$ cat src/rtl/handshake_rr_arbiter.sv
// Round-robin arbiter merging INPUTS valid/ready requesters into one registered output beat buffer.
// Define HS_RR_ARB_FRAME_LOCK_EN to hold the grant on one requester until its last beat.
module handshake_rr_arbiter #(
  parameter int DATA_WIDTH = 2,
  parameter int INPUTS     = 3,
  localparam int SRC_W     = $clog2(INPUTS)
) (
  input  logic                         clk,
  input  logic                         rst,
  input  logic [INPUTS*DATA_WIDTH-1:0] din_data,
  input  logic [INPUTS-1:0]            din_last,
  input  logic [INPUTS-1:0]            din_vld,
  output logic [INPUTS-1:0]            din_rd,
  output logic [DATA_WIDTH-1:0]        dout_data,
  output logic                         dout_last,
  output logic [SRC_W-1:0]             dout_src,
  output logic                         dout_vld,
  input  logic                         dout_rd
);

  // Handshake: a beat moves on any rising edge where its valid and ready are both high;
  // valid never waits for ready, and a held beat stays stable until it is taken.

  logic [DATA_WIDTH-1:0] dout_data_q, dout_data_d;
  logic                  dout_last_q, dout_last_d;
  logic [SRC_W-1:0]      dout_src_q, dout_src_d;
  logic                  dout_vld_q, dout_vld_d;
  logic [SRC_W-1:0]      ptr_q, ptr_d;

  logic [INPUTS-1:0]     elig;
  logic [SRC_W-1:0]      cand;
  logic [SRC_W-1:0]      grant_idx;
  logic                  grant_any;
  logic                  load_en;
  logic                  take;

`ifdef HS_RR_ARB_FRAME_LOCK_EN
  typedef enum logic {S_IDLE, S_LOCKED} lock_state_e;
  lock_state_e      state_q, state_d;
  logic [SRC_W-1:0] lock_idx_q, lock_idx_d;

  // While a frame is open only its owner may be granted.
  always_comb begin
    elig = {INPUTS{1'b1}};
    if (state_q == S_LOCKED) elig = INPUTS'(1) << lock_idx_q;
  end

  always_comb begin
    state_d    = state_q;
    lock_idx_d = lock_idx_q;
    if (take) begin
      if (state_q == S_IDLE && !din_last[grant_idx]) begin
        state_d    = S_LOCKED;
        lock_idx_d = grant_idx;
      end else if (state_q == S_LOCKED && din_last[grant_idx]) begin
        state_d = S_IDLE;
      end
    end
  end

  always_ff @(posedge clk) begin
    if (rst) begin
      state_q    <= S_IDLE;
      lock_idx_q <= '0;
    end else begin
      state_q    <= state_d;
      lock_idx_q <= lock_idx_d;
    end
  end
`else
  assign elig = {INPUTS{1'b1}};
`endif

  // Scan starts one past the last winner and wraps modulo INPUTS.
  always_comb begin
    grant_any = 1'b0;
    grant_idx = '0;
    cand      = '0;
    for (int k = 1; k <= INPUTS; k++) begin
      cand = SRC_W'((int'(ptr_q) + k) % INPUTS);
      if (!grant_any && din_vld[cand] && elig[cand]) begin
        grant_any = 1'b1;
        grant_idx = cand;
      end
    end
  end

  assign load_en = !dout_vld_q || dout_rd;
  assign take    = grant_any && load_en && !rst;
  assign din_rd  = take ? (INPUTS'(1) << grant_idx) : '0;

  always_comb begin
    dout_data_d = dout_data_q;
    dout_last_d = dout_last_q;
    dout_src_d  = dout_src_q;
    dout_vld_d  = dout_vld_q;
    ptr_d       = ptr_q;
    if (take) begin
      dout_data_d = din_data[grant_idx*DATA_WIDTH +: DATA_WIDTH];
      dout_last_d = din_last[grant_idx];
      dout_src_d  = grant_idx;
      dout_vld_d  = 1'b1;
      ptr_d       = grant_idx;
    end else if (dout_rd) begin
      dout_vld_d = 1'b0;
    end
  end

  always_ff @(posedge clk) begin
    if (rst) begin
      dout_data_q <= '0;
      dout_last_q <= 1'b0;
      dout_src_q  <= '0;
      dout_vld_q  <= 1'b0;
      ptr_q       <= SRC_W'(INPUTS - 1);
    end else begin
      dout_data_q <= dout_data_d;
      dout_last_q <= dout_last_d;
      dout_src_q  <= dout_src_d;
      dout_vld_q  <= dout_vld_d;
      ptr_q       <= ptr_d;
    end
  end

  assign dout_data = dout_data_q;
  assign dout_last = dout_last_q;
  assign dout_src  = dout_src_q;
  assign dout_vld  = dout_vld_q;

endmodule

$ cat config.mk
export PLATFORM = sky130hd
export DESIGN_NAME = handshake_rr_arbiter
export DESIGN_NICKNAME = d
export VERILOG_FILES = /design/src/rtl/handshake_rr_arbiter.sv
export SDC_FILE = /design/constraint.sdc
export NUM_CORES = 1
export LEC_CHECK = 0
export BUFFER_PORTS_ARGS = -buffer_cell sky130_fd_sc_hd__buf_2
export CAP_MARGIN = 20
export CORE_MARGIN = 3
export CORE_UTILIZATION = 47
export CTS_CLUSTER_SIZE = 40
export DETAILED_ROUTE_END_ITERATION = 6
export PLACE_DENSITY = 0.77
export SYNTH_ARGS = -nofsm -noshare
export SYNTH_HDL_FRONTEND = slang
export SYNTH_SLANG_ARGS = --single-unit
$ cat constraint.sdc
create_clock -name clk -period 5.74 [get_ports clk]
set_input_delay 0.861 -clock clk [delete_from_list [all_inputs] [get_ports clk]]
set_output_delay 0.861 -clock clk [all_outputs]
set_load 0.01 [all_outputs]
==> results.json, run 1 <==
{
  "crit_arrival_ns": 2.28,
  "tightest_slew_ns": 0.406,
  "root_buffer": "clkbuf_4",
  "slowest_delay_ns": 0.50,
  "drv_cap": 0,
  "cts_resized": 0,
  "cp-start-kind": "flop",
  "period_share_pct": 54.8,
  "grt_overflow": 0,
  "pin_count": 24,
  "core_area_um2": 1190,
  "powerDensity_nw_per_um2": 597,
  "period_needed_ns": 3.14,
  "place.gp.congestion": 0.853,
  "slowest_stage": "ha_1",
  "slew_headroom_pct": 72.7,
  "synth_area_um2": 639,
  "peakVddDrop_uv": 369,
  "hold_path.class": "flop to flop",
  "whs_path_depth": 2,
  "cts_hold_buf": 0,
  "grt_pass1_vias": 599,
  "outcome": "finished clean",
  "wl_met3_um": 89,
  "track_usage_pct": 16.2,
  "portBuffers": 23,
  "path_clk_slew_ns": 0.05,
  "finalSetupTns_ns": 0,
  "required_ns": 4.88,
  "dr.max_layer_used": "met4",
  "num_antenna_cells": 0,
  "drt_iter0_drc": 15,
  "dieWidth_um": 42.9,
  "dieArea_um2": 1840,
  "drive_gt1_share_pct": 35.4,
  "yosysSeqAreaShare_pct": 21.9,
  "grt_pass1_wl_um": 2380,
  "clkLatencyLatePin_ns": 0.24,
  "dr_wl_met2_um": 562,
  "clock-sinks": 7,
  "hpwl_um": 1050,
  "synth_nets": 91,
  "fmax_mhz": 318,
  "cts_setup_buffers": 0,
  "antenna_left": 0,
  "hold_violations": 0,
  "vias": 609,
  "reg2reg_depth": 8,
  "cts_buffer_depth": 2,
  "critPathMaxFanout": 10,
  "viasPerCell": 5.54,
  "p_total_mw": 0.459,
  "end_kind": "output port",
  "grt_max_degree": 11,
  "cts_tree": "done",
  "synth_warnings": 0,
  "yosysTopAreaCell": "dfxtp_1",
  "skew_ns": 0.00135,
  "area_delta_synth_final_pct": 20.4,
  "synthTopCellsByArea": "dfxtp_1 22%, mux2i_1 9.4%, ha_1 5.9%",
  "ys_seq_elements": 7,
  "routedWlPerCell_um": 11.7,
  "m1WireLength_um": 621,
  "antenna_found_initial": 0,
  "rows": 12,
  "cts_made_buffers": 3,
  "drv_slew": 0,
  "drc": 0,
  "synth_top_area_share_pct": 21.9,
  "initial_core_util_pct": 53.9,
  "rsz0062_at_grt": "no",
  "crit_chain": "inv_1 > ha_1 > inv_1 > o21bai_1 > a311oi_1 > o21ai_2 > nor2b_1 > buf_2",
  "chipHeight_um": 42.9,
  "setup_viol": 0,
  "crit_type": "flop to output port",
  "synthCells": 73,
  "dr.pass1.iters": 4,
  "cp_common_cell": "inv_1",
  "nets": 115,
  "n_fill_cell": 96,
  "wl_um": 1290,
  "power_leakage_nw": 0.397,
  "avgSynthCellArea_um2": 8.76,
  "synthDistinctLibCells": 38,
  "htree_levels": 1
}
==> routing by layer <==
layer / up-vias / track usage [%]
met2: 27 / 26.0
met3: 4 / 2.97
li1: 311 / -
met4: 0 / 5.59
met1: 267 / 21.5
met5: - / 0
==> final cells by class <==
cell class	instances	area [um2]	share of cell area, %
sequential	7	140	18.2
tap	14	17.5	2.28
multi-input combinational	54	440	57.2
inverter	8	30.0	3.90
timing repair buffer	23	115	15.0
clock buffer	4	26.3	3.41
==> state kept, by name (all words and copies together) (netlist names) <==
name,count
dout_last,1
dout_data,2
dout_src,2
ptr_q,1
dout_vld,1
==> layout by cell type (no fill, tap or decap), types with 2 or more instances in the layout <==
master / instances
buf_2: 23
inv_1: 8
nand2_1: 7
dfxtp_1: 7
mux2i_1: 6
nand2b_1: 4
o221ai_1: 3
ha_1: 3
clkbuf_4: 3
a31oi_1: 2
a21o_1: 2
a21oi_1: 2
==> logic make-up after synthesis <==
group,synth area share (%)
AOI/OAI and AO/OA,34.8
adders and majority gates,5.87
buffers and inverters,9.20
DFF,21.9
muxes,11.5
and+or+nand+nor,16.6
==> worst paths after layout <==
kind	start	endpoint	slack, ns
min reg2reg	dout_src[1]	dout_src[1]	0.45
max	dout_src[0]	din_rd[0]	2.60
max reg2reg	dout_src[0]	dout_last	3.59
min	dout_src[1]	dout_src[1]	0.45
==> where the power goes <==
part / total, mW / switching, mW / internal (mW)
clock network: 0.0433 / 0.0168 / 0.0264
logic: 0.331 / 0.185 / 0.145
registers: 0.0852 / 0.0130 / 0.0722
==> worst max-delay path: cells and delay by family, from the launching register on <==
family,cells,cell delay (ns)
flip-flops,1,0.37
buffers and inverters,3,0.35
adder cells (fa/ha/maj),1,0.50
AO/OA/AOI/OAI,3,0.72
AND/OR/NAND/NOR,1,0.08
==> metrics by stage <==
stage          instances  worst slack [ns]  hold slack, ns  util, %  instance area, um2
2_1_floorplan         73              3.00           0.467        -                 639
3_3_place_gp         106              2.75           0.428     62.7                 743
3_5_place_dp         106              2.73           0.432     62.7                 743
4_1_cts              110              2.60           0.461     64.9                 769
5_1_grt              110              2.41           0.491     64.9                 769
6_report             110              2.60           0.454     64.9                 769
==> cell usage after synthesis (all sizes together) <==
master and instances:
and2b 1, a22o 1, nor2 2, and2 1
dfxtp 7, nand3 1, a31o 1, o21bai 1
a311oi 1, o311ai 1, a21o 2, mux2i 7
buf 4, and3 1, inv 8, o211a 1
a21boi 1, ha 3, nand2 8, o221ai 4
a31oi 2, a211oi 2, a21oi 3, nor2b 1
a211o 1, nand3b 1, nand2b 4, o21ai 2
o21a 1
Note: power is estimated with default switching activity, not from simulation.
==> inputs of run 2 (changes only) <==
--- a/config.mk
+++ b/config.mk
@@ -5,13 +5,14 @@
 export SDC_FILE = /design/constraint.sdc
 export NUM_CORES = 1
 export LEC_CHECK = 0
+export ABC_AREA = 1
 export BUFFER_PORTS_ARGS = -buffer_cell sky130_fd_sc_hd__buf_2
 export CAP_MARGIN = 20
 export CORE_MARGIN = 3
-export CORE_UTILIZATION = 47
+export CORE_UTILIZATION = 42
 export CTS_CLUSTER_SIZE = 40
 export DETAILED_ROUTE_END_ITERATION = 6
-export PLACE_DENSITY = 0.77
+export PLACE_DENSITY = 0.73
 export SYNTH_ARGS = -nofsm -noshare
 export SYNTH_HDL_FRONTEND = slang
 export SYNTH_SLANG_ARGS = --single-unit
==> constraint.sdc (replaced) <==
create_clock -name clk -period 2.6 [get_ports clk]
set_input_delay 0.39 -clock clk [delete_from_list [all_inputs] [get_ports clk]]
set_output_delay 0.39 -clock clk [all_outputs]
set_load 0.01 [all_outputs]
==> results.json, run 2 <==
{
  "ys_seq_elements": 7,
  "core_area_um2": 1350,
  "vias": 714,
  "viasPerCell": 4.89,
  "path_clk_slew_ns": 0.05,
  "grt_pass1_wl_um": 2250,
  "track_usage_pct": 14.9,
  "crit_type": "flop to output port",
  "reg2reg_setup_slack_ns": 0.73,
  "grt_overflow": 0,
  "setup_viol": 0,
  "final_cell_mix": "24 x nand2_1, 23 x buf_2, 21 x inv_1",
  "end_kind": "output port",
  "peakVddDrop_uv": 545,
  "p_total_mw": 0.935,
  "root_buffer": "clkbuf_4",
  "power_leakage_nw": 0.496,
  "powerDensity_nw_per_um2": 1180,
  "yosysMostFrequentCell": "nand2_1",
  "cts_buffer_depth": 2,
  "timing.rr.start": "dout_src[0]",
  "drive_gt1_share_pct": 32.1,
  "synthArstFlopShare_pct": 0,
  "tightest_slew_ns": 0.198,
  "ys.flop_type": "dfxtp_1",
  "rsz0062_at_grt": "no",
  "portBuffers": 23,
  "wl_um": 1450,
  "hpwl_um": 1190,
  "use_met2_pct": 25.8,
  "holdPathEnd": "dout_vld",
  "rr_endpoint": "dout_last",
  "synthTopCellsByArea": "dfxtp_1 22%, nand2_1 14%, nand3_1 13%",
  "synthDistinctLibCells": 18,
  "clock-sinks": 7,
  "num_antenna_cells": 0,
  "cts_made_buffers": 3,
  "synth_warnings": 0,
  "avgSynthCellArea_um2": 6.05,
  "period_share_pct": 95.6,
  "grt_use_met1_pct": 18.4,
  "synthCells": 104,
  "layout_commonest_cell": "nand2_1",
  "hold_ws_ns": 0.360,
  "min_from": "rst",
  "yosysTopAreaCell": "dfxtp_1",
  "initial_core_util_pct": 46.6,
  "place.gp.congestion": 0.818,
  "yosysSeqAreaShare_pct": 22.3,
  "critPathMaxFanout": 6,
  "required_ns": 2.21,
  "use_met3_pct": 3.59,
  "cts_tree": "done",
  "rows": 13,
  "drt_iter0_drc": 16,
  "whs_path_depth": 2,
  "antenna_found_initial": 0,
  "drc": 0,
  "period_needed_ns": 2.48,
  "dr.pass1.iters": 4,
  "routedWlPerCell_um": 9.92,
  "grt_pass1_vias": 588,
  "area_delta_synth_final_pct": 25.4,
  "clkLatencyLatePin_ns": 0.25,
  "reg2reg_depth": 11,
  "synth_area_um2": 629,
  "drv_slew": 0,
  "grt_max_degree": 10,
  "synth_nets": 122,
  "htree_levels": 1,
  "fmax_mhz": 402,
  "skew_ns": 0.00297,
  "synth_top_area_share_pct": 22.3,
  "outcome": "finished clean",
  "hold_violations": 0,
  "nets": 150,
  "dieWidth_um": 44.7,
  "cp-start-kind": "flop",
  "antenna_left": 0,
  "finalSetupTns_ns": 0,
  "dieArea_um2": 2000,
  "hold_path.class": "input pin to flop",
  "crit_arrival_ns": 2.09,
  "synth_commonest_cells": "24 x nand2_1, 21 x inv_1, 16 x nand3_1, 7 x dfxtp_1, 7 x nor2_1",
  "drv_cap": 0,
  "pin_count": 24,
  "chipHeight_um": 44.7,
  "slew_headroom_pct": 86.8,
  "grt-busiest-layer": "met2",
  "synth_edf_count": 0
}
## run 2: changes by cell type in the layout (fill, tap and decap cells not counted), moves of 4 or more
cell	before	now
nand2_1	7	24
nor2_1	1	7
nand2b_1	4	0
mux2i_1	6	0
nand3_1	1	16
nand2_2	1	5
inv_1	8	21
## run 2: final cells by class
class | instances | area [um2]
well taps | 15 | 18.8
flip-flops and latches | 7 | 140
clock buffers | 4 | 26.3
fillers | 145 | 561
multi-input cells | 72 | 392
repair buffers | 24 | 123
inverters | 24 | 90.1
## run 2: metrics by stage
stage / std cells / cell area (um2) / util (%) / setup slack [ns]
finish: 146 / 790 / 58.5 / 0.115
global placement: 141 / 756 / 56.0 / 0.464
global route: 146 / 790 / 58.5 / 0.00366
detailed placement: 141 / 756 / 56.0 / 0.408
floorplan: 104 / 629 / - / 0.577
CTS: 145 / 782 / 57.9 / 0.132
## run 2: report_power, final
part	leakage [nW]	total (mW)	internal (mW)	switching (mW)
sequential	0.0587	0.184	0.158	0.0255
clock	0.0150	0.101	0.0587	0.0423
combinational	0.423	0.650	0.233	0.417
total	0.496	0.935	0.450	0.485
## run 2: cell families (layout without fill, tap and decap cells)
kind of cell	Yosys count	in the layout	synth area share (%)
and+or+nand+nor	59	59	44.9
buffers and inverters	25	52	15.5
AOI/OAI and AO/OA	10	10	11.3
DFF	7	7	22.3
adders and majority gates	3	3	5.96
## run 2: per-layer routing
| metal | routed length (um) | share of wire (%) |
|---|---|---|
| met1 | 626 | 43 |
| met2 | 709 | 49 |
| met3 | 102 | 7.0 |
| met4 | 10 | 0.69 |
| met5 | 0 | 0 |
## run 2: worst max-delay path, cell delays in order (launching register included)
cell,delay [ns]
dfxtp_1,0.35
inv_1,0.08
ha_1,0.38
inv_2,0.13
nand2_1,0.06
nand2_1,0.14
nand4_1,0.21
nand2_2,0.17
nand2_1,0.10
nor2_1,0.09
buf_2,0.13
## run 2: timing repair
action,in CTS,in global routing
buffers inserted,0,1
endpoints found under the setup margin,0,1
gates resized for setup,0,1
hold buffers,0,0
## run 2: worst max-delay path by stage
stage                     start        end  slack, ns  depth (start not counted)
floorplan           dout_src[0]  din_rd[0]       0.58                          9
global placement    dout_src[0]  din_rd[0]       0.46                         10
detailed placement  dout_src[0]  din_rd[0]       0.41                         10
CTS                 dout_src[0]  din_rd[0]       0.13                         10
global route        dout_src[0]  din_rd[0]      0.004                         10
finish              dout_src[0]  din_rd[0]       0.12                         10
==> inputs of run 3 (changes only) <==
--- a/config.mk
+++ b/config.mk
@@ -5,9 +5,9 @@
 export SDC_FILE = /design/constraint.sdc
 export NUM_CORES = 1
 export LEC_CHECK = 0
-export ABC_AREA = 1
 export BUFFER_PORTS_ARGS = -buffer_cell sky130_fd_sc_hd__buf_2
 export CAP_MARGIN = 20
+export CORE_ASPECT_RATIO = 1.1
 export CORE_MARGIN = 3
 export CORE_UTILIZATION = 42
 export CTS_CLUSTER_SIZE = 40
==> results.json, run 3 (synthesis results as in run 1) <==
{
  "drc": 0,
  "powerDensity_nw_per_um2": 1350,
  "hold_path.class": "input pin to flop",
  "crit_arrival_ns": 2.10,
  "period_needed_ns": 2.49,
  "htree_levels": 1,
  "seq_area_um2": 145,
  "final_cell_mix": "23 x buf_2, 8 x inv_1, 7 x nand2_1",
  "crit_type": "flop to output port",
  "dieWidth_um": 43.2,
  "portBuffers": 23,
  "reg2reg_setup_slack_ns": 0.62,
  "crit_chain": "inv_1 > ha_1 > nand2b_1 > and3_1 > a311oi_1 > o21ai_2 > nor2_2 > buf_2",
  "place.gp.congestion": 0.674,
  "hpwl_um": 1110,
  "end_kind": "output port",
  "num_antenna_cells": 0,
  "grt_pass1_wl_um": 2330,
  "routedWlPerCell_um": 12.5,
  "antenna_found_initial": 0,
  "fmax_mhz": 401,
  "cts_made_buffers": 3,
  "rows": 14,
  "setup_viol": 0,
  "cts_tree": "done",
  "initial_core_util_pct": 45.6,
  "clock-sinks": 7,
  "pin_count": 24,
  "tightest_slew_ns": 0.402,
  "layout_commonest_cell": "buf_2",
  "grt-busiest-layer": "met2",
  "cp-start-kind": "flop",
  "grt_overflow": 0,
  "area_delta_synth_final_pct": 28.2,
  "path_clk_slew_ns": 0.06,
  "viasPerCell": 5.42,
  "dr.pass1.iters": 4,
  "antenna_left": 0,
  "hold_ws_ns": 0.352,
  "grt_max_degree": 11,
  "grt_use_met1_pct": 17.6,
  "critPathMaxFanout": 6,
  "period_share_pct": 95.9,
  "drt_iter0_drc": 8,
  "drv_cap": 0,
  "chipHeight_um": 46.9,
  "nets": 116,
  "drive_gt1_share_pct": 42.3,
  "n_fill_cell": 134,
  "multi_input_comb_area_um2": 475,
  "core_area_um2": 1400,
  "slowest_stage": "dfxtp_4",
  "required_ns": 2.21,
  "slowest_delay_ns": 0.37,
  "use_met3_pct": 2.68,
  "drv_slew": 0,
  "outcome": "finished clean",
  "track_usage_pct": 15.3,
  "wl_um": 1410,
  "vias": 612,
  "root_buffer": "clkbuf_4",
  "peakVddDrop_uv": 791,
  "cts_hold_buf": 0,
  "use_met2_pct": 27.4,
  "cts_buffer_depth": 2,
  "slew_headroom_pct": 73.2,
  "dieArea_um2": 2030,
  "power_leakage_nw": 0.407,
  "finalSetupTns_ns": 0,
  "clkLatencyLatePin_ns": 0.25,
  "skew_ns": 0.00373,
  "grt_pass1_vias": 590,
  "hold_violations": 0
}
[run 3: worst paths after layout]
path,startpoint,endpoint,cells after the start
worst max-delay path,dout_src[0],din_rd[1],8
worst min-delay path,rst,dout_vld,2
worst max register to register,ptr_q[1],dout_src[0],9
worst min register to register,dout_src[1],dout_src[1],2
[run 3: metal layers]
layer,up-vias,share of wire [%]
met5,-,0
met4,0,1.5
met3,4,5.8
met2,23,47
met1,271,45
li1,314,-
[run 3: through the flow]
step / util [%] / total power [mW] / setup slack [ns] / cell area [um2] / std cells
floorplan: - / 0.781 / 0.459 / 639 / 73
global placement: 53.2 / 0.916 / 0.209 / 746 / 108
detailed placement: 53.2 / 0.925 / 0.192 / 746 / 108
CTS: 55.3 / 1.04 / 0.0200 / 774 / 112
global route: 58.5 / 1.20 / -0.000798 / 820 / 113
finish: 58.5 / 1.11 / 0.107 / 820 / 113
[run 3: timing repair]
item,4_1_cts,5_1_grt
hold endpoints to repair,0,0
pin swaps,0,4
endpoints found under the setup margin,2,3
gates resized for setup,1,8
buffers inserted,0,1
[run 3: power breakdown]
| group | internal [mW] | switching (mW) |
|---|---|---|
| registers | 0.165 | 0.0361 |
| clock network | 0.0586 | 0.0403 |
| logic | 0.377 | 0.433 |
| total | 0.601 | 0.509 |
[run 3: critical path: cells and delay by family (launching register included)]
| kind | cells | cell delay [ns] |
|---|---|---|
| AOI/OAI and AO/OA | 2 | 0.45 |
| buffers and inverters | 2 | 0.22 |
| adders and majority gates | 1 | 0.27 |
| and+or+nand+nor | 3 | 0.56 |
| DFF | 1 | 0.37 |
[run 3: final cells by class]
cell class	count	area share, %
multi-input combinational	54	58.0
sequential	7	17.7
timing repair buffer	24	15.0
inverter	8	3.66
clock buffer	4	3.21
tap	16	2.44
